**config.mk**
```make
export PLATFORM = sky130hd
export DESIGN_NAME = layer_stream_driver
export DESIGN_NICKNAME = d
export VERILOG_FILES = /design/src/rtl/layer_stream_driver.sv
export SDC_FILE = /design/constraint.sdc
export NUM_CORES = 1
export LEC_CHECK = 0
export BUFFER_PORTS_ARGS = -buffer_cell sky130_fd_sc_hd__buf_2
export CAP_MARGIN = 25
export CORE_MARGIN = 5
export CORE_UTILIZATION = 49
export CTS_CLUSTER_DIAMETER = 150
export DETAILED_ROUTE_END_ITERATION = 10
export PLACE_DENSITY = 0.82
export SKIP_LAST_GASP = 1
export SLEW_MARGIN = 20
export SYNTH_ARGS = -nofsm -noshare
export SYNTH_HDL_FRONTEND = slang
export SYNTH_SLANG_ARGS = --single-unit
```
**constraint.sdc**
```tcl
create_clock -name clk -period 2.1 [get_ports clk]
set_input_delay 0.315 -clock clk [delete_from_list [all_inputs] [get_ports clk]]
set_output_delay 0.315 -clock clk [all_outputs]
set_load 0.01 [all_outputs]
```
**src/rtl/layer_stream_driver.sv**
```systemverilog
// layer_stream_driver: word-serial front/back end for one fully connected layer.
// Ports: clk/rst, in_* input stream, layer_* parallel layer bus,
//        out_* output stream, busy, timeout_err (sticky).
module layer_stream_driver #(
  parameter int BIT_WIDTH      = 32,
  parameter int INPUT_SIZE     = 5,
  parameter int NUM_NEURONS    = 5,
  parameter int TIMEOUT_CYCLES = 1024
) (
  input  logic                                   clk,
  input  logic                                   rst,
  input  logic [BIT_WIDTH-1:0]                   in_data,
  input  logic                                   in_valid,
  output logic                                   in_ready,
  output logic [INPUT_SIZE-1:0][BIT_WIDTH-1:0]   layer_inputs,
  output logic                                   layer_start,
  input  logic                                   layer_done,
  input  logic [NUM_NEURONS-1:0][BIT_WIDTH-1:0]  layer_outputs,
  output logic [BIT_WIDTH-1:0]                   out_data,
  output logic                                   out_valid,
  input  logic                                   out_ready,
  output logic                                   out_last,
  output logic                                   busy,
  output logic                                   timeout_err
);

  localparam int IW = (INPUT_SIZE > 1) ? $clog2(INPUT_SIZE) : 1;
  localparam int OW = (NUM_NEURONS > 1) ? $clog2(NUM_NEURONS) : 1;
  localparam int CW = (TIMEOUT_CYCLES > 1) ? $clog2(TIMEOUT_CYCLES) : 1;

  localparam logic [IW-1:0] IN_LAST  = IW'(INPUT_SIZE - 1);
  localparam logic [OW-1:0] OUT_LAST = OW'(NUM_NEURONS - 1);
  localparam logic [CW-1:0] TO_LAST  = CW'(TIMEOUT_CYCLES - 1);

  typedef enum logic [1:0] {
    S_LOAD,
    S_FIRE,
    S_WAIT,
    S_DRAIN
  } state_e;

  state_e state_q, state_d;

  logic [IW-1:0] in_idx_q, in_idx_d;
  logic [OW-1:0] out_idx_q, out_idx_d;
  logic [CW-1:0] cnt_q, cnt_d;
  logic          done_q, done_d;
  logic          err_q, err_d;

  logic [INPUT_SIZE-1:0][BIT_WIDTH-1:0]  lin_q, lin_d;
  logic [NUM_NEURONS-1:0][BIT_WIDTH-1:0] obuf_q, obuf_d;

  always_ff @(posedge clk or negedge rst) begin
    if (!rst) begin
      state_q   <= S_LOAD;
      in_idx_q  <= '0;
      out_idx_q <= '0;
      cnt_q     <= '0;
      done_q    <= 1'b0;
      err_q     <= 1'b0;
      lin_q     <= '0;
      obuf_q    <= '0;
    end else begin
      state_q   <= state_d;
      in_idx_q  <= in_idx_d;
      out_idx_q <= out_idx_d;
      cnt_q     <= cnt_d;
      done_q    <= done_d;
      err_q     <= err_d;
      lin_q     <= lin_d;
      obuf_q    <= obuf_d;
    end
  end

  always_comb begin
    state_d     = state_q;
    in_idx_d    = in_idx_q;
    out_idx_d   = out_idx_q;
    cnt_d       = cnt_q;
    done_d      = done_q;
    err_d       = err_q;
    lin_d       = lin_q;
    obuf_d      = obuf_q;
    in_ready    = 1'b0;
    layer_start = 1'b0;
    out_valid   = 1'b0;
    out_last    = 1'b0;
    out_data    = '0;

    unique case (state_q)
      S_LOAD: begin
        in_ready = 1'b1;
        if (in_valid) begin
          lin_d[in_idx_q] = in_data;
          if (in_idx_q == IN_LAST) begin
            in_idx_d = '0;
            state_d  = S_FIRE;
          end else begin
            in_idx_d = in_idx_q + 1'b1;
          end
        end
      end

      S_FIRE: begin
        layer_start = 1'b1;
        done_d      = 1'b0;
        cnt_d       = '0;
        state_d     = S_WAIT;
      end

      S_WAIT: begin
        done_d = layer_done;
        // a done level held over from the previous run is not an edge
        if (layer_done && !done_q) begin
          obuf_d    = layer_outputs;
          out_idx_d = '0;
          state_d   = S_DRAIN;
        end else if (cnt_q == TO_LAST) begin
          err_d   = 1'b1;
          state_d = S_LOAD;
        end else begin
          cnt_d = cnt_q + 1'b1;
        end
      end

      S_DRAIN: begin
        out_valid = 1'b1;
        out_data  = obuf_q[out_idx_q];
        out_last  = (out_idx_q == OUT_LAST);
        if (out_ready) begin
          if (out_idx_q == OUT_LAST) begin
            out_idx_d = '0;
            state_d   = S_LOAD;
          end else begin
            out_idx_d = out_idx_q + 1'b1;
          end
        end
      end

      default: state_d = S_LOAD;
    endcase
  end

  assign layer_inputs = lin_q;
  assign busy         = (state_q != S_LOAD);
  assign timeout_err  = err_q;

endmodule

```
---- Word level (Yosys, flattened, before mapping) ----
Index checks and enable logic that the tools add are counted.
storage, ports and cells
  register bits ........................... 340
  latch bits .............................. 0
  bits in writable memories ............... 0
  ROM bits ................................ 0
  input bits .............................. 197
  logic and storage cells ................. 76
  memories ................................ 0
operators by class
  add/sub/neg operators ................... 3
  multiply operators ...................... 0
  div/mod/pow operators ................... 0
  order comparisons ....................... 3
  eq/ne operators ......................... 14
  shift operators ......................... 0
  multiplexer cells ....................... 26
  bitwise gates (word level) .............. 1
  reduce and logical (&&, ||, !) cells .... 13
operators by type and width
  operator                 count
  $bwmux W160              1
  $bmux W32 S3             1
  $demux W32 S3            1
  $mux W32                 3
  $mux W10                 2
  $pmux W10 S2             1
  $ne A2 B2 Y1 const B     7
  $mux W2                  6
  $mux W3                  4
  $add A10 B1 Y10 const B  1
  $eq A10 B10 Y1 const B   1
  $reduce_and A3 Y1        3
  $lt A3 B4 Y1 const B     2
  $pmux W2 S4              1
  $add A3 B1 Y3 const B    2
  $eq A3 B3 Y1 const B     2
  $pmux W3 S2              1
  $reduce_bool A2 Y1       3
  $reduce_and A5 Y1        1
  $eq A2 B2 Y1 const B     2
  $mux W1                  4
  $reduce_and A2 Y1        2
  $ge A3 B1 Y1 const B     1
  $ne A3 B3 Y1 const B     1
  other kinds (6)          7

---- Logic depth before layout (Yosys ltp) ----
Gate-level depths: netlist (run 1).
  depth in word-level cells ............... 5
  depth in mapped cells ................... 8
  depth with buffers taken out ............ 6

---- Least setup slack after synthesis (run 1) ----
No wires, ideal clock.
  kind .................................... register to register
  from .................................... register state_q[1]
  to ...................................... register lin_q (netlist bit layer_inputs[10])
  arrival time ............................ 1971 ps
  data required time ...................... 1975 ps
  path slack .............................. 4 ps
  stages on the path, launching flop included .. 8
  cell sequence ........................... dfrtp_1 -> inv_1 -> ha_1 -> inv_2 -> or4_1 -> buf_6 -> buf_12 -> mux2_4
on the way
  longest elaborated chain between the ends .. 2
ends and longest elaborated chain
  what                                line  RTL
  start: declaration                  42    state_e state_q, state_d;
  start signal: assignment            64    state_q <= state_d;
  $logic_not A2 Y1                    90    unique case (state_q)
  $reduce_and A2 Y1 (no source line)  n/a
  end signal: assignment              70    lin_q <= lin_d;
  end: declaration                    50    logic [INPUT_SIZE-1:0][BIT_WIDTH-1:0] lin_q, lin_d;
No other way between the ends.
A chain may end at the register's enable or synchronous reset.

---- Worst setup path in the final report (run 1) ----
  from .................................... register out_idx_q[0]
  to ...................................... output out_data[19]
on the way
  longest elaborated chain between the ends .. 3
ends and longest elaborated chain
  what                            line  RTL
  start: declaration              45    logic [OW-1:0] out_idx_q, out_idx_d;
  start signal: assignment        66    out_idx_q <= out_idx_d;
  $bmux W32 S3                    128   out_data = obuf_q[out_idx_q];
  $mux W32 (not written as such)  128
  $mux W32                        90
  end: declaration                19    output logic [BIT_WIDTH-1:0] out_data,
No other way between the ends. The select of a mux whose other input is x is not followed.

==> results.md, run 1 <==
* Slowest CP cell: dfrtp_4
* WL/cell at 22.00 µm
* Pin count of the biggest net entering global routing at 58
* Mapped Area at 14500 µm²
* Path type of the worst setup path: flip-flop to output port
* Mapped Nets at 1118
* Final setup vio count at 33
* Crit path DAT at 2200 ps
* Outcome: finished with violations
* Final hold vios at 0
* Die width at 182.0 µm
* Total number of vias at 9651
* Final Max Slew Viols at 0
* Detailed Place HPWL at 27080 µm
* CTS Buf Count at 37
* Post-synthesis async set-or-reset flop share at 100.0%
* Share of the yosys chip area belonging to registers at 58.68%
* Synth area leaders: dfrtp_1 59%, mux2_2 20%, mux2_4 6.2%
* Commonest cells post-synth: 340 x dfrtp_1, 261 x mux2_2, 60 x mux2_4, 33 x a22oi_1, 33 x nor2b_1
* Netlist cell types at 40
* Die Span Y at 182.0 µm
* Share of the synthesized area in the top cell type at 58.68%
* Root buf cell: clkbuf_16
* Synth area leader: dfrtp_1
* DRC Markers at 0
* First-pass GRT wire length at 58860 µm
* Placed Instances at 1688
* H-tree depth at 2
* Failing checks: setup timing
* Worst skew pair latency at 520 ps
* Die area at 33130 µm²
* Gr usage total at 22.24%
* Final #Nets at 1553
* Crit-path cells: clkbuf_16, mux4_2, a22oi_2, nor2b_1, buf_2
* Worst path max stage delay at 590 ps
* Design Power at 28.99 mW
* Vias/cell at 5.449
* Row cnt at 63
* Post-synth EDFFs at 0
* Worst vdd ir at 0.0009970 V
* Wirelength, routed at 38970 µm
* Starting Density at 49.31%
* Startpoint Class: flip-flop
* Final WS setup at -411.2 ps
* Min cycle time layout at 2511 ps
* Leakage at 9.186 nW
* DR pass1 iterations at 4
* Worst Tran Pin Value at 552.7 ps
* Seq cells post-synth at 340
* Max Fclk at 398.2 MHz
* Place WS at 22.72 ps
* Antenna violations before repair at 10
* Layout cells sized above 1 at 65.45%
* Initial drt markers at 485
* Clock tree buffer depth at 3
* Clk_skew at 21.11 ps
* Crit end category: output port
* Power per cell area at 1543 nW/µm²
* PortBufs at 394
* Post-Layout Cell Count at 1771
* Core area at 29400 µm²
* GPL Wtd Cong at 0.8676
* Post-Syn Area per Cell at 15.90 µm²
* Syn-to-layout area delta at 29.56%
* Post-Route Setup TNS at -11920 ps
* Class of the worst hold path: primary input to flip-flop
* # Max-Cap Violations at 0
* Primary FF master, synth: dfrtp_1
* Vias in the first global route at 10400
* Slew HR at 63.15%
* Post-DRT Antenna Nets at 0
* Number of I/O pins at 395
* Yosys Warn Count at 0
* CTS tree: built
* Syn Inst Count at 912
* Reg clk slew, reported paths at 60 ps
* Top-count cell post-synth: dfrtp_1
* CTS sink count at 340
* Period utilization at 119.6%
* CP required at 1780 ps
* RSZ-0062 raised after global routing: true
* GR Overflow Total at 0
* CP max FO at 8
[cell usage in the layout, fill, tap and decap left out, drive strengths merged, types with 2 or more instances in the layout]
cell      Yosys  final
mux4         32     32
or3           2      2
dfrtp       340    340
o211ai        3      3
nand3        12     12
a22oi        33     33
nand2         9      9
o41ai         2      2
or4           2      2
clkbuf       24     54
inv          11     12
o31ai         4      4
nand4         3      3
nand2b        3      3
buf          32    446
ha            9      9
o21ai         8      8
nor2          3      3
nor3          4      4
o311ai        3      3
clkinv        1     14
diode         0      6
mux2i         2      2
clkinvlp      0      2
a21oi         5      5
mux2        321    321
a41o          2      2
nor2b        33     33
[kinds of logic (layout without fill, tap and decap cells)]
family | after synthesis | after routing | synth area share [%]
simple gates | 74 | 74 | 2.900
flops | 340 | 340 | 58.68
mux | 355 | 355 | 31.59
fa+ha+maj | 9 | 9 | 0.7767
compound gates | 66 | 66 | 3.305
other cells | 0 | 6 | 0
buf+inv | 68 | 531 | 2.744
[cell type report]
cell class                      instances  area (µm²)
Fill cell                            2031       10620
Sequential cell                       340        8512
Multi-Input combinational cell        504        5762
Timing Repair Buffer                  452        2748
Clock buffer                           50        1087
Tap cell                              390       488.0
Clock inverter                         17       126.4
Inverter                               12       47.55
Antenna cell                            6       15.01
[where the power goes]
group          total (mW)  switching (mW)  leakage (nW)  internal, mW
Combinational        10.9            4.63          4.40          6.29
Sequential           11.7            1.99          4.18          9.72
Clock                6.36            2.59         0.606          3.77
[state kept, by name, indices dropped and copies added (netlist names)]
signal / count
cnt_q: 10
done_q: 1
in_idx_q: 3
layer_inputs: 160
obuf_q: 160
out_idx_q: 3
state_q: 2
timeout_err: 1
[critical path, delay by kind of cell (launching register included)]
kind | cells | cell delay (ps)
AOI/OAI and AO/OA | 1 | 140
buffers and inverters | 2 | 360
DFF | 1 | 590
muxes | 1 | 530
and+or+nand+nor | 1 | 60
[timing repair]
item	4_1_cts	5_1_grt
endpoints found under the hold margin	41	0
resized for setup	5	35
pin swaps	0	3
hold buffers	1	0
gates cloned	1	4
endpoints found under the setup margin	33	97
setup buffers	0	4
[per-layer routing]
metal	GRT usage (%)	vias to the layer above	part of all wire, %
met5	0	-	0.056
met4	8.076	6	3.1
met3	5.268	88	7.7
met2	36.75	416	50
met1	28.86	4913	39
li1	-	4228	-
[through the flow]
stage / instance area [µm²] / util (%) / hold slack (ps)
finish: 18790 / 63.89 / 27.26
global route: 18780 / 63.88 / 4.181
CTS: 18490 / 62.88 / 5.077
detailed placement: 17210 / 58.53 / 293.2
global placement: 17210 / 58.53 / 278.4
floorplan: 14500 / - / 19.41
[final timing paths]
kind | startpoint | to | slack (ps) | cells after the start
worst max-delay path | out_idx_q[0] | out_data[19] | -410 | 5
worst min-delay path | layer_outputs[105] | obuf_q[105] | 30 | 2
worst max register to register | out_idx_q[0] | state_q[1] | 40 | 9
worst min register to register | timeout_err | timeout_err | 480 | 1
max in group asynchronous | rst | layer_inputs[56] | 1070 | 3
min in group asynchronous | rst | obuf_q[25] | 350 | 2
(Power assumes the default switching activity.)
==> run 2: changes to the inputs <==
--- a/config.mk
+++ b/config.mk
@@ -12,6 +12,8 @@
 export CTS_CLUSTER_DIAMETER = 150
 export DETAILED_ROUTE_END_ITERATION = 10
 export PLACE_DENSITY = 0.82
+export REMOVE_ABC_BUFFERS = 1
+export SETUP_SLACK_MARGIN = 0.2
 export SKIP_LAST_GASP = 1
 export SLEW_MARGIN = 20
 export SYNTH_ARGS = -nofsm -noshare
==> run 2 against run 1 <==
  * The run still ends with setup timing left
  * Flip-flop and latch count did not move
  * Setup slack better by 61 ps
  * Clock-buffer cell count is 1 higher
  * Hold slack better by 0.66 ps
  * Fmax grew 2.5%
  * Sequential share of layout area down 0.87 points
  * Via count up 0.28%
  * First-iteration DRC count up 6.6%
  * Wire length grew 4.8%
  * Cell area is 2.0% higher
  * Combinational power rose by 5%
  * Critical path type unchanged
==> results.md, run 2 (synthesis gave the netlist of run 1 again) <==
* CTS sink count at 340
* Max Fclk at 408.2 MHz
* R2R setup slack at -60 ps
* Leakage at 9.391 nW
* GPL Wtd Cong at 0.8987
* Die Span Y at 182.0 µm
* DR pass1 iterations at 4
* Layout cells sized above 1 at 65.54%
* Final WS setup at -349.8 ps
* # Max-Cap Violations at 0
* Design Power at 29.48 mW
* RSZ-0062 raised after global routing: true
* Detailed Place HPWL at 26840 µm
* Reg-to-Reg Start: state_q[1]
* Gr usage total at 23.72%
* Clock tree buffer depth at 3
* Startpoint Class: flip-flop
* Period utilization at 116.7%
* Antenna violations before repair at 3
* Root buf cell: clkbuf_16
* Post-DRT Antenna Nets at 0
* CTS tree: built
* Initial drt markers at 517
* Path type of the worst setup path: flip-flop to output port
* CTS Buf Count at 37
* Worst vdd ir at 0.001090 V
* Final setup vio count at 62
* Die area at 33130 µm²
* Design area at 19150 µm²
* Min-delay src: layer_outputs[111]
* Slew HR at 70.49%
* Syn-to-layout area delta at 32.11%
* Power per cell area at 1539 nW/µm²
* CP required at 1780 ps
* WL/cell at 22.90 µm
* Reg-to-reg endpoint: layer_inputs[152]
* Worst hold slack at 27.92 ps
* PortBufs at 394
* Failing checks: setup timing
* Worst Tran Pin Value at 442.6 ps
* Number of I/O pins at 395
* Hold Path Depth at 2
* DRC Markers at 0
* Most frequent cells in the layout: 393 x buf_2, 338 x dfrtp_1, 255 x mux2_2, 66 x mux2_4, 44 x clkbuf_16
* Worst Reg-to-Reg Cells at 8
* First-pass GRT wire length at 61890 µm
* Crit end category: output port
* Hold Path Sink: obuf_q[111]
* Place WS at -27.52 ps
* Die width at 182.0 µm
* Vias/cell at 5.425
* H-tree depth at 2
* GR Overflow Total at 0
* Min cycle time layout at 2450 ps
* Wirelength, routed at 40850 µm
* Outcome: finished with violations
* Final Max Slew Viols at 0
* Pin count of the biggest net entering global routing at 78
* Vias in the first global route at 10710
* Core area at 29400 µm²
* Final #Nets at 1570
* Commonest non-fill, non-tap cell in the layout: buf_2
* Row cnt at 63
* Starting Density at 49.31%
* Number of fill cells in the layout at 2061
* Worst skew pair latency at 510 ps
* Class of the worst hold path: primary input to flip-flop
* Final core occ at 65.15%
* Crit path DAT at 2130 ps
* CP max FO at 6
* Total number of vias at 9678
* Final hold vios at 0
* Clk_skew at 14.84 ps
* Reg clk slew, reported paths at 60 ps
* Dpl cell area at 17220 µm²
-- run 2: where the power goes --
| part | internal, mW | switching (mW) |
|---|---|---|
| Combinational | 6.53 | 4.91 |
| Clock | 3.87 | 2.64 |
| Sequential | 9.71 | 1.82 |
-- run 2: worst max-delay path by stage --
| stage | depth (start not counted) | slack, ps | endpoint | from |
|---|---|---|---|---|
| after floorplan | 4 | -3900 | obuf_q[0] | state_q[0] |
| after global placement | 6 | 30 | layer_inputs[2] | state_q[1] |
| after detailed placement | 6 | -30 | layer_inputs[2] | state_q[1] |
| after CTS | 6 | -390 | out_data[21] | out_idx_q[0] |
| after global routing | 5 | -440 | out_data[16] | out_idx_q[0] |
| final | 5 | -350 | out_data[0] | out_idx_q[0] |
-- run 2: final cells by class --
class,count,area (µm²),area share [%]
Multi-Input combinational cell,504,5786,30.20
Sequential cell,340,8513,44.44
Clock inverter,17,148.9,0.7773
Antenna cell,1,2.502,0.01306
Inverter,12,52.55,0.2743
Timing Repair Buffer,469,3083,16.10
Tap cell,390,488.0,2.548
Clock buffer,51,1081,5.644
-- run 2: stage by stage --
stage | std cells | TNS (ps)
5_1_grt | 1784 | -16010
4_1_cts | 1773 | -10900
6_report | 1784 | -10360
2_1_floorplan | 856 | -846160
3_3_place_gp | 1688 | 0
3_5_place_dp | 1688 | -320.8
-- run 2: routing by layer --
layer / global-route usage (%) / share of wire (%) / vias to the layer above
met4: 7.235 / 3.1 / 4
met5: 0 / 0.066 / -
li1: - / - / 4241
met1: 30.00 / 39 / 4936
met2: 39.60 / 49 / 418
met3: 7.192 / 8.4 / 79
-- run 2: what timing repair did --
action                     CTS  global route
hold endpoints to repair    39             0
gates cloned                 9             5
setup buffers                7             5
pin swaps                    5             1
setup endpoints to repair  181           203
hold buffers                 1             0
gates resized for setup     28            29
-- run 2: worst max-delay path: stages, from the launching register on --
cell	delay (ps)
dfrtp_4	470
buf_6	170
mux4_2	530
a22oi_1	220
nor2b_1	80
buf_2	140
